==> config.mk <==
export PLATFORM = sky130hd
export DESIGN_NAME = pwm_motor_ctrl_flat
export DESIGN_NICKNAME = d
export VERILOG_FILES = /design/src/rtl/pwm_motor_pkg.sv /design/src/rtl/pwm_motor_ctrl_if.sv /design/src/rtl/pwm_ramp_channel.sv /design/src/rtl/pwm_motor_ctrl.sv /design/src/flat_wrapper.sv
export SDC_FILE = /design/constraint.sdc
export NUM_CORES = 1
export LEC_CHECK = 0
export ABC_AREA = 1
export CAP_MARGIN = 20
export CORE_UTILIZATION = 62
export CTS_CLUSTER_SIZE = 16
export DETAILED_ROUTE_END_ITERATION = 10
export GPL_TIMING_DRIVEN = 0
export HOLD_SLACK_MARGIN = 0.15
export PLACE_DENSITY = 0.84
export SETUP_SLACK_MARGIN = 0.3
export SYNTH_ARGS = -nofsm -noshare
export SYNTH_HDL_FRONTEND = slang
export SYNTH_HIERARCHICAL = 1
export SYNTH_SLANG_ARGS = --single-unit
==> constraint.sdc <==
create_clock -name clk -period 2.6 [get_ports clk]
set_input_delay 0.52 -clock clk [delete_from_list [all_inputs] [get_ports clk]]
set_output_delay 0.52 -clock clk [all_outputs]
set_load 0.01 [all_outputs]
==> src/rtl/pwm_motor_pkg.sv <==
// Shared constants and the saturating ramp step used by every PWM channel.
// Pure combinational helpers; no state, no backpressure.
package pwm_motor_pkg;

  localparam logic DIR_FWD = 1'b0;
  localparam logic DIR_REV = 1'b1;
  localparam int   SAT_W   = 32;

  // Moves duty toward tgt by at most step, landing exactly on tgt when closer than one step.
  function automatic logic [SAT_W-1:0] sat_step(input logic [SAT_W-1:0] duty,
                                                input logic [SAT_W-1:0] tgt,
                                                input logic [SAT_W-1:0] step);
    logic [SAT_W:0]   up;
    logic [SAT_W-1:0] res;
    up  = {1'b0, duty} + {1'b0, step};
    res = duty;
    if (duty < tgt) begin
      res = (up >= {1'b0, tgt}) ? tgt : up[SAT_W-1:0];
    end else if (duty > tgt) begin
      res = (step >= (duty - tgt)) ? tgt : (duty - step);
    end
    return res;
  endfunction

endpackage

==> src/rtl/pwm_motor_ctrl_if.sv <==
// Command/status bundle between the speed-command registers and the bridge gate drivers.
// Level signals only; no handshake, outputs are continuously valid.
interface pwm_motor_ctrl_if #(
  parameter int WIDTH    = 8,
  parameter int CHANNELS = 2
);
  logic [CHANNELS-1:0]       enable;
  logic [CHANNELS*WIDTH-1:0] speed;
  logic [CHANNELS-1:0]       dir;
  logic [CHANNELS-1:0]       pwm_a;
  logic [CHANNELS-1:0]       pwm_b;
  logic [CHANNELS*WIDTH-1:0] duty;
  logic [CHANNELS-1:0]       at_speed;

  modport master (
    output enable, speed, dir,
    input  pwm_a, pwm_b, duty, at_speed
  );

  modport slave (
    input  enable, speed, dir,
    output pwm_a, pwm_b, duty, at_speed
  );
endinterface

==> src/rtl/pwm_ramp_channel.sv <==
// One motor channel: ramps applied duty toward the target, steers PWM onto the active bridge leg.
// Outputs registered (1 cycle after cnt); duty moves only on ramp ticks; no backpressure.
module pwm_ramp_channel
  import pwm_motor_pkg::*;
#(
  parameter int WIDTH     = 8,
  parameter int RAMP_STEP = 16
) (
  input  logic             clk,
  input  logic             rst_n,
  input  logic             pb,
  input  logic             ramp_tick,
  input  logic [WIDTH-1:0] cnt,
  input  logic             enable,
  input  logic [WIDTH-1:0] speed,
  input  logic             dir,
  output logic             pwm_a,
  output logic             pwm_b,
  output logic [WIDTH-1:0] duty,
  output logic             at_speed
);

  logic [WIDTH-1:0] duty_q, duty_d;
  logic             cur_dir_q, cur_dir_d;
  logic             pwm_a_q, pwm_a_d;
  logic             pwm_b_q, pwm_b_d;
  logic             at_speed_q, at_speed_d;
  logic [WIDTH-1:0] tgt;
  logic             pwm_raw;

  always_comb begin
    // A pending reversal pulls the target to zero so the bridge only flips at rest.
    tgt = (enable && (dir == cur_dir_q)) ? speed : '0;

    duty_d = duty_q;
    if (!enable) begin
      duty_d = '0;
    end else if (ramp_tick) begin
      duty_d = WIDTH'(sat_step(SAT_W'(duty_q), SAT_W'(tgt), SAT_W'(RAMP_STEP)));
    end

    cur_dir_d = cur_dir_q;
    if (pb && (duty_q == '0) && (dir != cur_dir_q)) begin
      cur_dir_d = dir;
    end

    pwm_raw    = enable && (cnt < duty_q);
    pwm_a_d    = pwm_raw && (cur_dir_q == DIR_FWD);
    pwm_b_d    = pwm_raw && (cur_dir_q == DIR_REV);
    at_speed_d = enable && (duty_q == tgt) && (cur_dir_q == dir);
  end

  always_ff @(posedge clk or negedge rst_n) begin
    if (!rst_n) begin
      duty_q     <= '0;
      cur_dir_q  <= DIR_FWD;
      pwm_a_q    <= 1'b0;
      pwm_b_q    <= 1'b0;
      at_speed_q <= 1'b0;
    end else begin
      duty_q     <= duty_d;
      cur_dir_q  <= cur_dir_d;
      pwm_a_q    <= pwm_a_d;
      pwm_b_q    <= pwm_b_d;
      at_speed_q <= at_speed_d;
    end
  end

  assign pwm_a    = pwm_a_q;
  assign pwm_b    = pwm_b_q;
  assign duty     = duty_q;
  assign at_speed = at_speed_q;

endmodule

==> src/rtl/pwm_motor_ctrl.sv <==
// Multi-channel soft-start PWM H-bridge driver: shared period/ramp counters feeding per-channel rampers.
// PWM outputs lag the shared counter by 1 cycle; reset asserts async, releases after 2 clocks; no backpressure.
module pwm_motor_ctrl
  import pwm_motor_pkg::*;
#(
  parameter int WIDTH        = 8,
  parameter int CHANNELS     = 2,
  parameter int RAMP_STEP    = 16,
  parameter int RAMP_PERIODS = 4
) (
  input  logic            clk,
  input  logic            rst_n,
  pwm_motor_ctrl_if.slave bus
);

  localparam int               RC_W     = (RAMP_PERIODS > 1) ? $clog2(RAMP_PERIODS) : 1;
  localparam logic [RC_W-1:0]  RC_LAST  = RC_W'(RAMP_PERIODS - 1);
  localparam logic [WIDTH-1:0] CNT_LAST = {{(WIDTH-1){1'b1}}, 1'b0};

  logic            rst_meta_q, rst_meta_d;
  logic            rst_sync_q, rst_sync_d;
  logic [WIDTH-1:0] cnt_q, cnt_d;
  logic [RC_W-1:0]  ramp_cnt_q, ramp_cnt_d;
  logic             pb;
  logic             ramp_tick;

  logic [CHANNELS-1:0]       pwm_a_w;
  logic [CHANNELS-1:0]       pwm_b_w;
  logic [CHANNELS-1:0]       at_speed_w;
  logic [CHANNELS*WIDTH-1:0] duty_w;

  always_comb begin
    rst_meta_d = 1'b1;
    rst_sync_d = rst_meta_q;
  end

  always_ff @(posedge clk or negedge rst_n) begin
    if (!rst_n) begin
      rst_meta_q <= 1'b0;
      rst_sync_q <= 1'b0;
    end else begin
      rst_meta_q <= rst_meta_d;
      rst_sync_q <= rst_sync_d;
    end
  end

  // The counter stops one short of all-ones so duty == MAX yields a constant-high output.
  always_comb begin
    pb         = (cnt_q == CNT_LAST);
    ramp_tick  = pb && (ramp_cnt_q == RC_LAST);
    cnt_d      = pb ? '0 : cnt_q + 1'b1;
    ramp_cnt_d = ramp_cnt_q;
    if (ramp_tick) begin
      ramp_cnt_d = '0;
    end else if (pb) begin
      ramp_cnt_d = ramp_cnt_q + 1'b1;
    end
  end

  always_ff @(posedge clk or negedge rst_sync_q) begin
    if (!rst_sync_q) begin
      cnt_q      <= '0;
      ramp_cnt_q <= '0;
    end else begin
      cnt_q      <= cnt_d;
      ramp_cnt_q <= ramp_cnt_d;
    end
  end

  for (genvar i = 0; i < CHANNELS; i++) begin : g_ch
    pwm_ramp_channel #(
      .WIDTH    (WIDTH),
      .RAMP_STEP(RAMP_STEP)
    ) u_ch (
      .clk      (clk),
      .rst_n    (rst_sync_q),
      .pb       (pb),
      .ramp_tick(ramp_tick),
      .cnt      (cnt_q),
      .enable   (bus.enable[i]),
      .speed    (bus.speed[i*WIDTH +: WIDTH]),
      .dir      (bus.dir[i]),
      .pwm_a    (pwm_a_w[i]),
      .pwm_b    (pwm_b_w[i]),
      .duty     (duty_w[i*WIDTH +: WIDTH]),
      .at_speed (at_speed_w[i])
    );
  end

  assign bus.pwm_a    = pwm_a_w;
  assign bus.pwm_b    = pwm_b_w;
  assign bus.duty     = duty_w;
  assign bus.at_speed = at_speed_w;

endmodule

==> src/flat_wrapper.sv <==
// flat-port wrapper written by rule: the top's interface ports become plain ports
module pwm_motor_ctrl_flat import pwm_motor_pkg::*;
#(
  parameter int WIDTH        = 8,
  parameter int CHANNELS     = 2,
  parameter int RAMP_STEP    = 16,
  parameter int RAMP_PERIODS = 4
)
  (clk, rst_n, bus_enable, bus_speed, bus_dir, bus_pwm_a, bus_pwm_b, bus_duty, bus_at_speed);
  pwm_motor_ctrl_if #(.WIDTH(WIDTH), .CHANNELS(CHANNELS)) bus_i ();
  input  logic clk;
  input  logic rst_n;
  input wire logic [$bits(bus_i.enable)-1:0] bus_enable;
  input wire logic [$bits(bus_i.speed)-1:0] bus_speed;
  input wire logic [$bits(bus_i.dir)-1:0] bus_dir;
  output wire logic [$bits(bus_i.pwm_a)-1:0] bus_pwm_a;
  output wire logic [$bits(bus_i.pwm_b)-1:0] bus_pwm_b;
  output wire logic [$bits(bus_i.duty)-1:0] bus_duty;
  output wire logic [$bits(bus_i.at_speed)-1:0] bus_at_speed;
  assign bus_i.enable = bus_enable;
  assign bus_i.speed = bus_speed;
  assign bus_i.dir = bus_dir;
  assign bus_pwm_a = bus_i.pwm_a;
  assign bus_pwm_b = bus_i.pwm_b;
  assign bus_duty = bus_i.duty;
  assign bus_at_speed = bus_i.at_speed;
  pwm_motor_ctrl #(.WIDTH(WIDTH), .CHANNELS(CHANNELS), .RAMP_STEP(RAMP_STEP), .RAMP_PERIODS(RAMP_PERIODS)) u_core (.clk(clk), .rst_n(rst_n), .bus(bus_i));
endmodule
* Yosys cells after proc, flatten, opt, wreduce, memory -nomap -nowiden
Index checks and enable logic that the tools add are counted.
** Storage, ports and cells
- Word-level logic and storage cells :: 87
- Output and inout port bits :: 22
- Register bits :: 36
- Bits of input ports :: 22
** Operators by class
- $lt $le $gt $ge :: 10
- Equality and inequality tests :: 14
- Reduce and logical (&&, ||, !) cells :: 22
- Add/sub/neg operators :: 8
- Bitwise logic cells :: 2
- Muxes and demuxes :: 17
** Operator list (count)
- 8-bit 2-to-1 mux :: 15
- 5-bit by 32-bit greater-or-equal comparator with 1-bit output, first input constant :: 2
- 8-bit less-than comparator :: 4
- 8-bit by 5-bit adder with 9-bit output, second input constant :: 2
- 9-bit by 8-bit greater-or-equal comparator with 1-bit output :: 2
- 8-bit by 8-bit subtractor with 9-bit output :: 2
- 1-bit logical AND :: 17
- 8-bit equality test :: 2
- 8-bit greater-than comparator :: 2
- 8-bit zero test :: 2
- 8-bit by 5-bit subtractor with 8-bit output, second input constant :: 2
- 8-bit by 1-bit adder with 8-bit output, second input constant :: 1
- 8-bit equality test, second input constant :: 1
- 3-bit by 1-bit inequality test with 1-bit output, second input constant :: 2
- 1-bit equality test :: 4
- 2-bit 2-to-1 mux :: 2
- 2-bit by 1-bit inequality test with 1-bit output, second input constant :: 2
- 2-bit AND reduction :: 2
- 2-bit by 1-bit adder with 2-bit output, second input constant :: 1
- 2-bit equality test, second input constant :: 1
- 1-bit inequality test :: 2
- 1-bit inverter :: 2
- 2-bit nonzero test :: 1

* Logic depth before layout (Yosys ltp)
- Depth in word-level cells :: 10
- Mapped depth :: 22
- Gate-level depth less buffers :: 22

* Cells and area by module
Netlist, hierarchy kept.
** By module, submodules not included
- pwm_ramp_channel at u_core.g_ch[0].u_ch :: area each 1652.8 sq um, instances 1, cells an instance 240, sequential area each 300.3 sq um
- pwm_ramp_channel at u_core.g_ch[1].u_ch :: area each 1649.1 sq um, instances 1, cells an instance 248, sequential area each 300.3 sq um
- pwm_motor_ctrl :: area each 581.8 sq um, instances 1, cells an instance 69, sequential area each 300.3 sq um

* Worst setup path before layout
OpenSTA, ideal clock, no wires.
- Path type :: input port to flip-flop
- Start :: in bus_dir[1]
- End :: reg u_core.g_ch[1].u_ch.duty_q[0]
- Data required time :: 2.478 ns
- Data arrival time :: 2.451 ns
- Path slack :: 0.026 ns
- Setup time :: 0.122 ns
- Cell stages on the path :: 15
- Path buffers :: 0
- Path through :: or2_2 > nand3_1 > inv_1 > nand2_1 > ha_1 > inv_2 > nand2_4 > nor2_2 > a21oi_4 > a21oi_4 > nand3_4 > nand2_4 > nand3b_4 > nand2_1 > o21ai_1
** On the way
- Cells in the longest elaborated chain, start to end :: 10
- Elaborated cells between the ends (all ways) :: 16
- Those cells by class :: add/sub: 1; order compare: 4; eq/ne: 2; mux: 7; reduce/logical: 2
** Ends and longest elaborated chain
- start: declaration :: RTL line flat_wrapper.sv:15 : input wire logic [$bits(bus_i.dir)-1:0] bus_dir;
- 1-bit equality test * :: RTL line pwm_ramp_channel.sv:33 : tgt = (enable && (dir == cur_dir_q)) ? speed : '0;
- 1-bit logical AND * :: RTL line pwm_ramp_channel.sv:33
- 8-bit 2-to-1 mux * :: RTL line pwm_ramp_channel.sv:33
- 8-bit by 8-bit subtractor with 9-bit output :: RTL line pwm_motor_pkg.sv:20 : res = (step >= (duty - tgt)) ? tgt : (duty - step);
- 5-bit by 32-bit greater-or-equal comparator with 1-bit output :: RTL line pwm_motor_pkg.sv:20
- 8-bit 2-to-1 mux :: RTL line pwm_motor_pkg.sv:20
- 8-bit 2-to-1 mux :: RTL line pwm_motor_pkg.sv:19 : end else if (duty > tgt) begin
- 8-bit 2-to-1 mux :: RTL line pwm_motor_pkg.sv:17 : if (duty < tgt) begin
- 8-bit 2-to-1 mux :: RTL line pwm_ramp_channel.sv:38 : end else if (ramp_tick) begin
- 8-bit 2-to-1 mux :: RTL line pwm_ramp_channel.sv:36 : if (!enable) begin
- end signal: assignment :: RTL line pwm_ramp_channel.sv:61 : duty_q <= duty_d;
- end: declaration :: RTL line pwm_ramp_channel.sv:23 : logic [WIDTH-1:0] duty_q, duty_d;
Mark *: on every way between the ends. The rest lies on a longest branch, timed or not. The select of a mux whose other input is x is not followed.
A chain may end at the register's enable or synchronous reset.

* Worst setup path after layout
- Start :: reg u_core.g_ch[0].u_ch.cur_dir_q
- End :: reg u_core.g_ch[0].u_ch.duty_q[3]
** On the way
- Cells in the longest elaborated chain, start to end :: 10
- Elaborated cells between the ends (all ways) :: 16
- Those cells by class :: add/sub: 1; order compare: 4; eq/ne: 2; mux: 7; reduce/logical: 2
** Ends and longest elaborated chain
- start: declaration :: RTL line pwm_ramp_channel.sv:24 : logic cur_dir_q, cur_dir_d;
- start signal: assignment :: RTL line pwm_ramp_channel.sv:62 : cur_dir_q <= cur_dir_d;
- 1-bit equality test * :: RTL line pwm_ramp_channel.sv:33
- 1-bit logical AND * :: RTL line pwm_ramp_channel.sv:33
- 8-bit 2-to-1 mux * :: RTL line pwm_ramp_channel.sv:33
- 8-bit by 8-bit subtractor with 9-bit output :: RTL line pwm_motor_pkg.sv:20
- 5-bit by 32-bit greater-or-equal comparator with 1-bit output :: RTL line pwm_motor_pkg.sv:20
- 8-bit 2-to-1 mux :: RTL line pwm_motor_pkg.sv:20
- 8-bit 2-to-1 mux :: RTL line pwm_motor_pkg.sv:19
- 8-bit 2-to-1 mux :: RTL line pwm_motor_pkg.sv:17
- 8-bit 2-to-1 mux :: RTL line pwm_ramp_channel.sv:38
- 8-bit 2-to-1 mux :: RTL line pwm_ramp_channel.sv:36
- end signal: assignment :: RTL line pwm_ramp_channel.sv:61
- end: declaration :: RTL line pwm_ramp_channel.sv:23
Marks and branches as above.

==> metrics <==
Ant. Diodes=0; Syn. warnings=6; post-synth top area share=0.232; Clock Latency Late Sink=~0.29 ns; Num CTS Buffers=5; #FFs+latches synth=36; clock-pin slew on the worst setup and hold paths=roughly 0.080 ns; max-slew violations=0; Synth Cell Area=between 0.003 and 0.004 mm2; Max clock buf depth=2; synth unique cells=46; utilization after layout=0.909; Area Overhead vs Synth=40.1%; Worst path max stage delay=roughly 0.38 ns; Antenna Nets Post-Route=0; GRT Util Overall=0.365; Post-synth EDFFs=0; Synth area leaders=dfrtp_1 (23%), nand2_1 (16%), ha_1 (15%), inv_1 (7.0%), nand3_1 (6.3%); starting density of the core=0.648; combinational family with the most area after synthesis=simple AND/OR/NAND/NOR gates; Critical Path RT=between 2 and 3 ns; RD Place Congestion=roughly 0.9; WL final=approximately 13,000 um; final setup fails=8; Reg power frac=0.137; Hold Path Class=reg -> async; family with the most delay on the worst path=simple AND/OR/NAND/NOR gates; fillcell total=241; first-pass GRT wire length=18,300 um; initial drt markers=between 400 and 500; final worst path period share=1.01; clock sink count=36; Core Region=between 0.005 and 0.006 mm2; cts hold-fix bufs=0; CP Capture Type=register; Synth Net Count=approximately 630; cell with the most instances after synthesis=nand2_1; TritonRoute pass-1 iters=8; Rows=28; Power Dens Cells=about 1200 mW/mm2; switching share of total power=0.533; clk_skew=between 0.008 and 0.009 ns; worst-path maximum fanout=5; Final HPWL DP=roughly 8000 um; top cells by count, synth=nand2_1 (161), inv_1 (72), nand3_1 (49); cells after synthesis=between 500 and 600; leakage power=~2.7 nW; Inst Count DP=676; leading area contributor after synthesis=dfrtp_1; ratio of cells with drive above 1 in the final layout=0.317; Primary FF master, synth=dfrtp_1; share of flip-flops with an asynchronous set or reset=1.00; slowest CP cell=dfrtp_1; Worst Slack Setup Final=-0.0350 ns; root buf cell=clkbuf_8; unrepaired setup endpoints after global routing=true; Avg Synthesized Cell Area=6.97 um2; Comb power frac=0.784; layout net count=about 700; Reg area=about 900 um2; Slew @ Worst Pin=0.559 ns; post-synthesis xor/xnor area fraction=0.0180; CP Data Arrival Time=between 2 and 3 ns; Compound-Gate Fraction of Synth Area=0.118; VDD IR max=between 1 and 1.5 mV; H-tree Lvls=2; number of I/O port buffers=43; register area share after synthesis=0.232; critical path cell sequence=inv_2, or2_4, nand3_4, clkinv_8, nand2_8, ha_4, nand2_1, nand2_2, nand3_2, nand2_2, a21oi_4, inv_4, nor2_4, nand4_1, nand3_4, nand2_1, o21ai_1; critical setup path kind=reg -> reg; Avg WL per Cell=around 18 um; max_slew headroom=0.627; net load switching power=between 3 and 4 mW; CTS tree=built; antenna violations before repair=0; Buffers & Inverters on Critical Path=3; Peak Freq=0.380 GHz; DRC violations left=0; Final Non-Filler Cells=between 700 and 800; P_int=around 3.0 mW; Post-Synth Adder-Cell Area=0.151; clock share of power=0.079; drt via density=between 6 and 7; Chip Height=81.1 um; Synth Area in Simple Gates=0.394; total global routing overflow=0; status=finished with violations; largest net degree at the start of global routing=24; fin crit period=2.63 ns; via count=between 4,000 and 5,000; failing checks=setup timing; max_cap viols=0; fraction of synthesized area in multiplexers=0; Ports=44; die width=81.1 um; die footprint=0.00658 mm2; final hold vios=0; startpoint types=register; multi-input logic area=0.00325 mm2; vias in the first global route=4,054
[power by group through the flow]
stage	clock [mW]	sequential [mW]	combinational (mW)
final	0.503	0.871	4.98
after global routing	0.540	0.886	5.38
after CTS	0.512	0.862	4.21
after detailed placement	0	0.868	3.80
after global placement	0	0.870	3.68
after floorplan	0	0.876	2.92
[registers in the layout, summed over array words and instances, names as in the netlist]
signal	count
u_core/cnt_q	8
u_core/rst_sync_q	1
u_core/g_ch.u_ch/cur_dir_q	2
u_core/g_ch.u_ch/at_speed	2
u_core/g_ch.u_ch/duty	16
u_core/rst_meta_q	1
u_core/g_ch.u_ch/pwm_a	2
u_core/g_ch.u_ch/pwm_b	2
u_core/ramp_cnt_q	2
[kinds of logic after synthesis]
family,Yosys count
AOI/OAI and AO/OA,66
xor gates and xnor gates,8
adders and majority gates,47
buffers and inverters,85
DFF,36
other,1
and+or+nand+nor,314
[worst reg2reg max path, cell delays in order, from the launching register on]
cell	delay, ns
dfrtp_1	0.38
inv_2	0.07
or2_4	0.26
nand3_4	0.13
clkinv_8	0.13
nand2_8	0.11
ha_4	0.23
nand2_1	0.08
nand2_2	0.09
nand3_2	0.08
nand2_2	0.06
a21oi_4	0.25
inv_4	0.09
nor2_4	0.13
nand4_1	0.18
nand3_4	0.14
nand2_1	0.06
o21ai_1	0.09
[placed cells by master, fill, tap and decap left out, types with 17 or more instances in the layout]
| master | count |
|---|---|
| inv_1 | 62 |
| a21oi_1 | 17 |
| ha_1 | 30 |
| nand3_1 | 40 |
| clkdlybuf4s50_1 | 39 |
| nand2_2 | 39 |
| dfrtp_1 | 35 |
| nand2_1 | 121 |
| buf_4 | 30 |
| nor2_1 | 36 |
[metrics by stage]
step / hold slack [ns] / setup WS (ns) / power, mW / TNS [ns] / area, um2
2_1_floorplan: 0.224 / 0.245 / 3.80 / 0 / 4170
3_3_place_gp: 0.344 / -0.504 / 4.56 / -7.40 / 4690
3_5_place_dp: 0.225 / -0.545 / 4.67 / -8.20 / 4720
4_1_cts: 0.233 / 0.123 / 5.59 / 0 / 5180
5_1_grt: 0.285 / -0.353 / 6.81 / -3.60 / 5440
6_report: 0.232 / -0.0350 / 6.35 / -0.189 / 5440
[per-layer routing]
metal / vias to the layer above / track usage / share of wire / wire [um]
met5: - / 0 / 0 / 0
met4: 0 / 0.198 / 0.058 / 773
met3: 95 / 0.0663 / 0.080 / 1060
met2: 310 / 0.657 / 0.49 / 6540
met1: 2068 / 0.403 / 0.37 / 4840
li1: 1984 / - / - / -
[area by class of cell]
cell class | instances | share of cell area
Multi-Input combinational cell | 436 | 0.597
Buffer | 2 | 0.00299
Tap cell | 75 | 0.0172
Inverter | 83 | 0.0653
Clock inverter | 3 | 0.00782
Clock buffer | 5 | 0.0126
Timing Repair Buffer | 77 | 0.130
Sequential cell | 36 | 0.166
Timing Repair inverter | 1 | 0.00161
[worst paths after layout]
path	start	endpoint	slack (ns)	cells after the start
worst max-delay path	u_core/g_ch[0].u_ch/cur_dir_q	u_core/g_ch[0].u_ch/duty[3]	-0.03	17
worst min-delay path	u_core/rst_sync_q	u_core/g_ch[0].u_ch/at_speed	0.23	0
worst max register to register	u_core/g_ch[0].u_ch/cur_dir_q	u_core/g_ch[0].u_ch/duty[3]	-0.03	17
worst min register to register	u_core/rst_sync_q	u_core/g_ch[0].u_ch/at_speed	0.23	0
max in group asynchronous	u_core/rst_sync_q	u_core/g_ch[0].u_ch/duty[4]	1.84	1
min in group clk	u_core/rst_meta_q	u_core/rst_sync_q	0.37	0
[timing repair]
item                                    in CTS  in global routing
buffers inserted                            21                 12
resized for setup                           61                 49
cloned                                       1                  0
endpoints found under the setup margin      16                 16
pin swaps                                   34                 45
Note: power is estimated with default switching activity, not from simulation.
==> RTL change (same flow settings) <==
Make the reset (`rst_n` and `rst_sync_q`) synchronous in 3 clocked blocks. Comments in the files are not updated.
--- a/src/rtl/pwm_ramp_channel.sv
+++ b/src/rtl/pwm_ramp_channel.sv
@@ -52,3 +52,3 @@
 
-  always_ff @(posedge clk or negedge rst_n) begin
+  always_ff @(posedge clk) begin
     if (!rst_n) begin
--- a/src/rtl/pwm_motor_ctrl.sv
+++ b/src/rtl/pwm_motor_ctrl.sv
@@ -36,3 +36,3 @@
 
-  always_ff @(posedge clk or negedge rst_n) begin
+  always_ff @(posedge clk) begin
     if (!rst_n) begin
@@ -59,3 +59,3 @@
 
-  always_ff @(posedge clk or negedge rst_sync_q) begin
+  always_ff @(posedge clk) begin
     if (!rst_sync_q) begin
Function: differs if rst_n is asserted again (counterexample within 4 cycles, from zero or initial values and one cycle with rst_n low); with rst_n held inactive, the same outputs for 10 cycles.
==> RTL change against the original RTL <==
  * The flow now stops in global routing
  * Synthesized cell count is 1.1% lower
  * Area after synthesis is 4.7% lower
==> RTL change: results (changes against the original RTL) <==
| Metric | Value |
|---|---|
| Halt Stage | `global routing` |
| Synthesis Warnings | `6 (unchanged)` |
| Outcome | `aborted with a tool error` |
| Err | `[ERROR DPL-0038] Utilization greater than 100%, impossible to legalize` |
| Post-synth top flop | `dfxtp_1` |
| Net Count, Synth | `620 (-0.96%)` |
| Pin count of the biggest net entering global routing | `12` |
| DP Cell Count | `666 (-1.5%)` |
| GP Congestion | `0.899 (-2.0%)` |
| Port bufs | `43 (unchanged)` |
| CTS HTree Levels | `2 (unchanged)` |
| Ranking of synthesized cells by area | `dfxtp_1 (19%), ha_1 (16%), nand2_1 (14%)` |
| CTS Root Cell | `clkbuf_8` |
| DP HPWL | `7830 um (about the same)` |
| Area share of the largest cell type after synthesis | `19.5% (-3.7 points)` |
| Top cells by count, synth | `nand2_1 (142), inv_1 (73), nand3_1 (54), ha_1 (47), nor2_1 (40)` |
| Avg Cell Area, Syn | `6.72 um^2 (-3.7%)` |
| Pre-CTS setup slack | `-0.730 ns (-0.185 ns)` |
| Distinct cell type count after synthesis | `42 (-8.7%)` |
| Clock Sinks | `36 (unchanged)` |
| Worst ep type | `sequential cell input` |
| Clock tree buffer depth | `2 (unchanged)` |
| Seq/Total Area, Yosys | `19.5% (-3.7 points)` |
| GR repair worst EP | `u_core/g_ch[0].u_ch/duty[1]$_SDFFE_PN0P_/D` |
| CTS Buf Count | `5 (unchanged)` |
| Ys async rst share | `0% (-100 points)` |
[RTL change: cell count changes after synthesis, moves of 5 or more]
cell      change
nand4_1       -7
nand3b_1      +6
nand2_1      -19
nand2_2       -6
dfxtp_1      +36
a21oi_2       +6
dfrtp_1      -36
o21ai_1       -7
nand3_1       +5
a21oi_1       +7
[RTL change: cells by family after synthesis]
logic type	after synthesis	synth area share [%]
and+or+nand+nor	298	40.7
AOI/OAI and AO/OA	69	12.0
adders and majority gates	47	15.9
buffers and inverters	89	9.06
DFF	36	19.5
xor gates and xnor gates	12	2.84
[RTL change: per-stage QoR]
step / setup TNS [ns] / cell area [um^2] / hold WS, ns
4_1_cts: 0 / 5180 / 0.419
3_5_place_dp: -9.91 / 4540 / 0.404
3_3_place_gp: -9.16 / 4540 / 0.399
2_1_floorplan: 0 / 4020 / 0.386
[RTL change: timing repair]
item,in CTS
hold buffers,0
endpoints found under the setup margin,18
pin swaps,55
resized for setup,107
buffers inserted,32
gates cloned,1
